==> src/rtl/memory_stage.sv <==
// MEM stage of the 5-stage MIPS pipeline: EX/MEM register, req/ack data-memory
// access FSM and MEM/WB register. StallM freezes upstream stages while memory is busy.
module memory_stage #(
  parameter int DW = 32,
  parameter int AW = 32
) (
  input  logic          clk,
  input  logic          rst,
  input  logic          RegWriteE,
  input  logic          MemWriteE,
  input  logic [1:0]    MemtoRegE,
  input  logic          jumpE,
  input  logic [4:0]    WriteRegE,
  input  logic [DW-1:0] ALUMultOutE,
  input  logic [DW-1:0] WriteDataE,
  input  logic [DW-1:0] PCPlus4E,
  output logic [DW-1:0] ALUOutM,
  output logic [4:0]    WriteRegM,
  output logic          RegWriteM,
  output logic          StallM,
  output logic          dmem_req,
  output logic          dmem_we,
  output logic [AW-1:0] dmem_addr,
  output logic [DW-1:0] dmem_wdata,
  input  logic          dmem_ack,
  input  logic [DW-1:0] dmem_rdata,
  output logic          misalignedM,
  output logic          RegWriteW,
  output logic [1:0]    MemtoRegW,
  output logic          jumpW,
  output logic [4:0]    WriteRegW,
  output logic [DW-1:0] ReadDataW,
  output logic [DW-1:0] ALUOutW,
  output logic [DW-1:0] PCPlus4W
);

  typedef enum logic {IDLE, WAIT} state_t;

  state_t          state, stateNext;
  logic            MemWriteM;
  logic [1:0]      MemtoRegM;
  logic            jumpM;
  logic [DW-1:0]   WriteDataM;
  logic [DW-1:0]   PCPlus4M;
  logic            memop;

  assign memop      = MemWriteM | (MemtoRegM == 2'b01);
  assign StallM     = memop & ~dmem_ack;
  assign dmem_we    = MemWriteM;
  assign dmem_addr  = ALUOutM[AW-1:0];
  assign dmem_wdata = WriteDataM;
  assign misalignedM = dmem_req & (dmem_addr[1:0] != 2'b00);

  // NOTE: sequential state uses non-blocking assignments so every register
  // samples pre-edge values regardless of process ordering.
  always_ff @(posedge clk or posedge rst) begin
    if (rst) state <= IDLE;
    else     state <= stateNext;
  end

  always_comb begin
    stateNext = state;
    dmem_req  = 1'b0;
    case (state)
      IDLE: begin
        dmem_req = memop;
        if (memop && !dmem_ack) stateNext = WAIT;
      end
      WAIT: begin
        // EX/MEM is frozen here, so the request fields stay stable.
        dmem_req = 1'b1;
        if (dmem_ack) stateNext = IDLE;
      end
      default: stateNext = IDLE;
    endcase
  end

  // EX/MEM register: holds while the memory access is outstanding.
  always_ff @(posedge clk or posedge rst) begin
    if (rst) begin
      RegWriteM  <= 1'b0;
      MemWriteM  <= 1'b0;
      MemtoRegM  <= 2'b00;
      jumpM      <= 1'b0;
      WriteRegM  <= 5'd0;
      ALUOutM    <= '0;
      WriteDataM <= '0;
      PCPlus4M   <= '0;
    end else if (!StallM) begin
      RegWriteM  <= RegWriteE;
      MemWriteM  <= MemWriteE;
      MemtoRegM  <= MemtoRegE;
      jumpM      <= jumpE;
      WriteRegM  <= WriteRegE;
      ALUOutM    <= ALUMultOutE;
      WriteDataM <= WriteDataE;
      PCPlus4M   <= PCPlus4E;
    end
  end

  // MEM/WB register: control fields become a bubble while stalled.
  always_ff @(posedge clk or posedge rst) begin
    if (rst) begin
      RegWriteW <= 1'b0;
      MemtoRegW <= 2'b00;
      jumpW     <= 1'b0;
      WriteRegW <= 5'd0;
      ReadDataW <= '0;
      ALUOutW   <= '0;
      PCPlus4W  <= '0;
    end else begin
      RegWriteW <= RegWriteM & ~StallM;
      MemtoRegW <= StallM ? 2'b00 : MemtoRegM;
      jumpW     <= jumpM & ~StallM;
      WriteRegW <= WriteRegM;
      ReadDataW <= (memop && dmem_ack) ? dmem_rdata : '0;
      ALUOutW   <= ALUOutM;
      PCPlus4W  <= PCPlus4M;
    end
  end

endmodule

==> config.mk <==
export PLATFORM = sky130hd
export DESIGN_NAME = memory_stage
export DESIGN_NICKNAME = d
export VERILOG_FILES = /design/src/rtl/memory_stage.sv
export SDC_FILE = /design/constraint.sdc
export NUM_CORES = 1
export LEC_CHECK = 0
export ABC_AREA = 1
export BUFFER_PORTS_ARGS = -buffer_cell sky130_fd_sc_hd__buf_4
export CAP_MARGIN = 20
export CORE_ASPECT_RATIO = 1.4
export CORE_UTILIZATION = 25
export CTS_BUF_LIST = sky130_fd_sc_hd__clkbuf_4
export DETAILED_ROUTE_END_ITERATION = 12
export SLEW_MARGIN = 20
export SYNTH_ARGS = -nofsm -noshare
export SYNTH_HDL_FRONTEND = slang
export SYNTH_SLANG_ARGS = --single-unit
==> constraint.sdc <==
create_clock -name clk -period 8.8 [get_ports clk]
set_input_delay 0.44 -clock clk [delete_from_list [all_inputs] [get_ports clk]]
set_output_delay 0.44 -clock clk [all_outputs]
set_load 0.05 [all_outputs]
==> summary.md, run 1 <==
| Metric | Value |
|---|---|
| Crit Path Max Fanout | 58 |
| Largest net degree at the start of global routing | 140 |
| Startpoint Class | register |
| Post-CTS Setup Inserts | 0 |
| Yosys reg bits | roughly 210 |
| Sequential fraction of the synthesis area | between 70% and 80% |
| Layout cells sized above 1 | approximately 36% |
| TritonCTS Buffers | 54 |
| Setup TNS | 0 ps |
| Tcrit/Tclk final | 40.26% |
| Clock skew | roughly 23 ps |
| Final Hold Fails | 0 |
| Most frequent cells in the layout | buf_4 (355), nand2_1 (215), dfrtp_1 (212) |
| Via count | 6543 |
| DRC viols | 0 |
| Leak | 0.006527 µW |
| Worst-Margin Slew | roughly 1000 ps |
| Power per cell area | 240.4 nW/µm² |
| Critical Path Slowest Stage Cell | buf_4 |
| Net Count, Synth | around 830 |
| Req. time, crit path | about 8400 ps |
| CTS tree | done |
| Min-Delay Path Class | reg2reg |
| Starting Density | roughly a quarter |
| PostCTS Resize Cnt | 0 |
| Die width | 147.6 µm |
| Later-pin clock latency in the skew report | ~670 ps |
| Most common cell after layout, fill and taps aside | buf_4 |
| Total global-route track usage | between 10% and 20% |
| Area Overhead vs Synth | 64.18% |
| CTS clk-pin slew, worst paths | roughly 70 ps |
| # IOs | about 350 |
| Net Sw Power | between 1000 and 1500 µW |
| Total global routing overflow | 0 |
| Status | complete, no violations |
| Worst stage delay on the critical path | about 660 ps |
| RSZ-0062 raised after global routing | no |
| Final setup fails | 0 |
| Worst setup margin | between 5000 and 6000 ps |
| Slew Limit Fails | 0 |
| Vias in the first global route | between 6000 and 7000 |
| Clock share of power | around 28% |
| Worst VDD drop | between 0.1 and 0.15 mV |
| Max H-tree Level | 2 |
| DPL Wire Length | between 10000 and 15000 µm |
| Synth unique cells | 13 |
| Maxcap violations | 0 |
| Area of the multi-input gates | between 1500 and 2000 µm² |
| Gate power share | around a third |
| Maximum number of buffers from clock root to sink | 3 |
| Initial DRC Count | about 270 |
| Final Critical Period | around 3500 ps |
| Fin Hold WS | around 360 ps |
| Die area | 30370 µm² |
| CP endpoint kind | output pin |
| Total iterations of the first detailed-routing run | 4 |
| Switching part of the total | a little under 40% |
| Post-route ant nets | 0 |
| Setup WS pre-CTS | around 5800 ps |
| Storage element area | roughly 5300 µm² |
| Critical Path, Cell by Cell | inv_1 > nand2_1 > nand2_4 > buf_4 > nand2_4 > inv_1 > buf_4 |
| Initial antenna violation count | 1 |
| Clock sink total | about 210 |
| Flop pwr share | roughly two fifths |
| GPL Wtd Cong | 0.8038 |
| Power Internal | 1788 µW |
| Fill count | between 2000 and 3000 |
| Netlist Area Pre-Place | around 7400 µm² |
| Slew HR | 35.16% |
| Syn Area/Cell | about 11 µm² |
| First-pass GRT wire length | 35690 µm |
| Setup Crit Path Kind | reg2out |
| DRT Wirelength | around 23000 µm |
| Synth Warn # | 0 |
| Core ar. | between 20000 and 30000 µm² |
| Clock Tree Root | clkbuf_4 |
| Synthesized instance count | 684 |
| Die height | roughly 210 µm |
| IO Port Bufs | about 350 |
| Layout Nets | around 1300 |
| Row count | 74 |
| Drt via density | around 4.1 |
| Critical path arrival | between 3000 and 4000 ps |
| Worst reg-to-reg setup slack | ~5800 ps |
| WL/cell | roughly 15 µm |
| Maximum operating frequency | ~0.28 GHz |
synthesized netlist by cell type:
| master | n | share of area [%] |
|---|---|---|
| clkbuf_1 | 2 | 0.10 |
| nand3_1 | 106 | 7.2 |
| inv_2 | 1 | 0.051 |
| buf_4 | 33 | 3.3 |
| o21ai_0 | 1 | 0.067 |
| nor2_1 | 36 | 1.8 |
| nand2_4 | 2 | 0.30 |
| buf_2 | 23 | 1.6 |
| buf_6 | 5 | 0.76 |
| dfrtp_1 | 212 | 72 |
| buf_1 | 5 | 0.25 |
| inv_1 | 42 | 2.1 |
| nand2_1 | 216 | 11 |
layer usage:
metal / routed length, µm / track usage (%) / share of wire (%) / up-vias
met4: 813 / 7.658 / 3.5 / 0
met3: 1461 / 3.259 / 6.3 / 55
met2: 12140 / 26.60 / 52 / 278
met1: 8812 / 16.82 / 38 / 3120
met5: 0 / 0 / 0 / -
li1: - / - / - / 3090
through the flow:
| stage | instance area (µm²) | std cells | total power (µW) | utilization [%] |
|---|---|---|---|---|
| finish | 12180 | 1588 | 2927 | 41.75 |
| global route | 12170 | 1587 | 3073 | 41.74 |
| CTS | 12170 | 1586 | 2971 | 41.72 |
| detailed placement | 10120 | 1351 | 2088 | 34.70 |
| global placement | 10120 | 1351 | 2081 | 34.70 |
| floorplan | 7416 | 684 | 1796 | - |
final cells by class:
class,instances,area share [%]
Sequential cell,212,43.57
Clock buffer,71,4.378
Timing Repair Buffer,494,33.32
Tap cell,380,3.905
Clock inverter,25,1.017
Multi-Input combinational cell,361,12.37
Inverter,43,1.398
Antenna cell,2,0.04111
worst paths after layout:
kind                         startpoint              to  depth (start not counted)
setup / recovery           MemtoRegM[1]          StallM                          7
hold / removal             PCPlus4M[28]    PCPlus4W[28]                          0
setup reg to reg           MemtoRegM[1]  dmem_wdata[20]                          8
hold reg to reg            PCPlus4M[28]    PCPlus4W[28]                          0
max in group asynchronous           rst      ALUOutW[2]                          4
min in group asynchronous           rst   dmem_wdata[1]                          3
worst max-delay path, delay by kind of cell, from the launching register on:
kind          cells  cell delay [ps]
buf+inv           4             1180
flops             1              380
simple gates      3              830
sequential cells by signal, indices dropped and copies added, names as in the netlist:
register and flops:
MemtoRegW 2, jumpW 1, PCPlus4W 32, ALUOutM 32, jumpM 1, RegWriteW 1, RegWriteM 1, WriteRegM 5
PCPlus4M 32, WriteRegW 5, MemtoRegM 2, ALUOutW 32, dmem_wdata 32, ReadDataW 32, dmem_we 1, state 1
power by group through the flow:
stage,Combinational (µW),Clock (µW),Sequential (µW)
6_report,942,811,1170
5_1_grt,990,895,1190
4_1_cts,950,846,1170
3_5_place_dp,898,0,1190
3_3_place_gp,893,0,1190
2_1_floorplan,256,0,1540
logic make-up (layout without fill, tap and decap cells):
kind of cell	Yosys count	in the layout	share of synthesized area, %
buffers and inverters	111	633	8.183
other	0	2	0
DFF	212	212	71.54
AOI/OAI and AO/OA	1	1	0.06742
and+or+nand+nor	360	360	20.21
what timing repair did:
item,in CTS,in global routing
setup endpoints to repair,0,0
hold buffers,139,0
endpoints found under the hold margin,172,0
Note: power is estimated with default switching activity, not from simulation.
==> run 2, diff against run 1 <==
--- a/config.mk
+++ b/config.mk
@@ -5,7 +5,7 @@
 export SDC_FILE = /design/constraint.sdc
 export NUM_CORES = 1
 export LEC_CHECK = 0
-export ABC_AREA = 1
+export ABC_AREA = 0
 export BUFFER_PORTS_ARGS = -buffer_cell sky130_fd_sc_hd__buf_4
 export CAP_MARGIN = 20
 export CORE_ASPECT_RATIO = 1.4
==> constraint.sdc (replaced) <==
create_clock -name clk -period 3.6 [get_ports clk]
set_input_delay 0.18 -clock clk [delete_from_list [all_inputs] [get_ports clk]]
set_output_delay 0.18 -clock clk [all_outputs]
set_load 0.05 [all_outputs]
==> run 2 against run 1 <==
  * Clock skew rose by 19 ps
  * Critical path depth fell by 3
  * Cell count fell by 14%
  * Clock power rose by 150%
  * First-iteration DRC count fell by 64%
  * Cell area rose by 2.0%
  * Die area fell by 3.6%
  * Sequential cell count did not move
  * Clock-buffer cell count fell by 2
  * Synthesized cell count fell by 39%
  * Highest routed layer unchanged
==> summary.md, run 2 <==
| Metric | Value |
|---|---|
| Synth Warn # | 0 (unchanged) |
| Clock sink total | 212 (unchanged) |
| Initial DRC Count | 96 (-64%) |
| Total global routing overflow | 0 (unchanged) |
| First-pass GRT wire length | 30720 µm (-14%) |
| Post-CTS Setup Inserts | 0 (unchanged) |
| Cell with the most instances after synthesis | dfrtp_1 |
| Setup WS pre-CTS | 1568 ps (-4263 ps) |
| Die width | 144.9 µm (-1.8%) |
| Starting Density | 25.67% (+0.24 points) |
| Net Sw Power | 2448 µW (+110%) |
| Flop pwr share | 40.7% (+0.6 points) |
| PostCTS Resize Cnt | 0 (unchanged) |
| Synth unique cells | 23 (+10) |
| Row count | 72 (-2.7%) |
| Worst VDD drop | 0.2828 mV (+180%) |
| Tcrit/Tclk final | between 70 and 80% |
| Area Overhead vs Synth | 73.79% |
| Most frequent cells in the layout | buf_4 (352), dfrtp_1 (212), dlygate4sd3_1 (175) |
| Final Hold Fails | 0 (unchanged) |
| Post-synth top area share | 74.24% (+2.7 points) |
| Switching part of the total | 35.60% (-3.3 points) |
| Post-synth EDFFs | 0 (unchanged) |
| Hold buffers post-CTS | 175 (+26%) |
| Via count | 5447 (-17%) |
| Drt via density | 3.988 (-3.2%) |
| Gate power share | 30.0% (-2.2 points) |
| TritonCTS Buffers | 54 (unchanged) |
| CTS clk-pin slew, worst paths | 70 ps (about the same) |
| Critical path arrival | 2420 ps (-680 ps) |
| Worst-Margin Slew | 955.9 ps (-16.62 ps) |
| Synthesized instance count | 419 (-39%) |
| Netlist Area Pre-Place | 7146 µm² (-3.6%) |
| CTS tree | done |
| Most common cell after layout, fill and taps aside | buf_4 |
| GPL Wtd Cong | 0.7316 (-9.0%) |
| DRC viols | 0 (unchanged) |
| Syn Area/Cell | 17.05 µm² (+57%) |
| Most instantiated cells after synthesis | dfrtp_1 (212), mux2_2 (66), mux2_1 (37) |
| Post-route ant nets | 0 (unchanged) |
| Power Internal | 4430 µW (+150%) |
| Setup Crit Path Kind | reg2out |
| WL/cell | 14.73 µm (+0.71%) |
| Startpoint Class | register |
| Die area | 29270 µm² (-3.6%) |
| Largest net degree at the start of global routing | 92 (-34%) |
| # IOs | 352 (unchanged) |
| Asr flop ratio synth | 100.0% (unchanged) |
| DRT Wirelength | 20120 µm (-13%) |
| DPL Wire Length | 12770 µm (-12%) |
| Clock skew | 41.72 ps (+18.66 ps) |
| CP endpoint kind | output pin |
| Worst Reg2Reg Path Length in Cells | 4 (-4) |
| Final Critical Period | roughly 2600 ps |
| Initial antenna violation count | 1 (unchanged) |
| Setup TNS | 0 ps (unchanged) |
| Later-pin clock latency in the skew report | 680 ps (about the same) |
| Maximum number of buffers from clock root to sink | 3 (unchanged) |
| Ys flop type | dfrtp_1 |
| Maximum operating frequency | around 0.38 GHz |
| Synth area leaders | dfrtp_1 (74%), mux2_2 (10%), mux2_1 (5.8%) |
| IO Port Bufs | 351 (unchanged) |
| Yosys reg bits | 212 (unchanged) |
| Total global-route track usage | 13.70% (-1.3 points) |
| Status | complete, no violations |
| Maxcap violations | 0 (unchanged) |
| Layout Nets | 1097 (-16%) |
| RSZ-0062 raised after global routing | no |
| Core ar. | 27840 µm² (-4.6%) |
| Total iterations of the first detailed-routing run | 4 (unchanged) |
| Vias in the first global route | 6029 (-9.0%) |
| Final setup fails | 0 (unchanged) |
| Layout cells sized above 1 | 50.55% (+14 points) |
| Leak | 0.006091 µW (-6.7%) |
| Clock share of power | 29.3% (+1.6 points) |
| Min-Delay Path Class | in2async |
| Sequential fraction of the synthesis area | 74.24% (+2.7 points) |
| Slew Limit Fails | 0 (unchanged) |
| Power per cell area | 553.9 nW/µm² (+130%) |
| Area leader, netlist | dfrtp_1 |
| Slew HR | 36.12% (+0.95 points) |
| Die height | 202.0 µm (-1.8%) |
| Crit Path Max Fanout | 43 (-26%) |
| Net Count, Synth | 560 (-32%) |
| Worst setup margin | 1001 ps (-4256 ps) |
| Clock Tree Root | clkbuf_4 |
| Max H-tree Level | 2 (unchanged) |
| Req. time, crit path | 3420 ps (-4940 ps) |
[run 2: cell count changes after synthesis, sizes merged, moves of 23 or more]
cell	before	now
and3	0	32
inv	43	4
nor2	36	1
mux2	0	103
nand2	218	2
nand3	106	1
buf	66	43
[run 2: cell type report]
type | count | area [µm²]
sequential | 212 | 5305
antenna | 1 | 2.502
inverter | 4 | 18.77
tap | 370 | 462.9
fill | 2521 | 15420
multi-input combinational | 153 | 1480
timing repair buffer | 531 | 4474
clock buffer | 69 | 518.0
clock inverter | 26 | 156.4
[run 2: path summary, 6_finish.rpt]
path                                   start      endpoint  slack [ps]
worst max-delay path            MemtoRegM[1]        StallM        1000
worst min-delay path                     rst  ReadDataW[9]         240
worst max register to register       dmem_we  ReadDataW[8]        1220
worst min register to register   PCPlus4M[2]   PCPlus4W[2]         370
max in group asynchronous                rst   ALUOutW[11]        2360
min in group clk                 PCPlus4E[0]   PCPlus4M[0]         260
[run 2: power groups by stage]
stage | sequential [µW] | combinational, µW | clock (µW)
finish | 2800 | 2070 | 2010
global route | 2840 | 2160 | 2230
CTS | 2800 | 2080 | 2120
detailed placement | 2840 | 1910 | 0
global placement | 2840 | 1900 | 0
floorplan | 3620 | 517 | 0
[run 2: critical path, cell delays in order (launching register included)]
cell      delay [ps]
dfrtp_1          400
nand2b_4         170
a21oi_4          570
buf_12           340
buf_4            250
[run 2: layer usage]
layer,track usage [%],routed length [µm],vias up,part of all wire (%)
met5,0,0,-,0
met4,6.466,603,0,3.0
met3,4.596,1725,47,8.6
met2,25.19,10830,253,54
met1,13.49,6966,2651,35
li1,-,-,2496,-
[run 2: cell families (layout without fill, tap and decap cells)]
family / Yosys count / count (layout) / share of synthesized area [%]
other: 0 / 1 / 0
buffers and inverters: 54 / 630 / 5.148
AOI/OAI and AO/OA: 7 / 7 / 0.6480
muxes: 103 / 103 / 16.23
DFF: 212 / 212 / 74.24
and+or+nand+nor: 43 / 43 / 3.730
[run 2: through the flow]
stage          power [µW]  hold WS (ps)  util, %  area (µm²)  cells
4_1_cts              6996         160.2    44.60       12420   1365
3_5_place_dp         4755         357.5    35.89        9990   1095
6_report             6878         243.4    44.61       12420   1366
2_1_floorplan        4132         304.2        -        7149    419
5_1_grt              7223         206.4    44.61       12420   1366
3_3_place_gp         4738         355.8    35.89        9990   1095
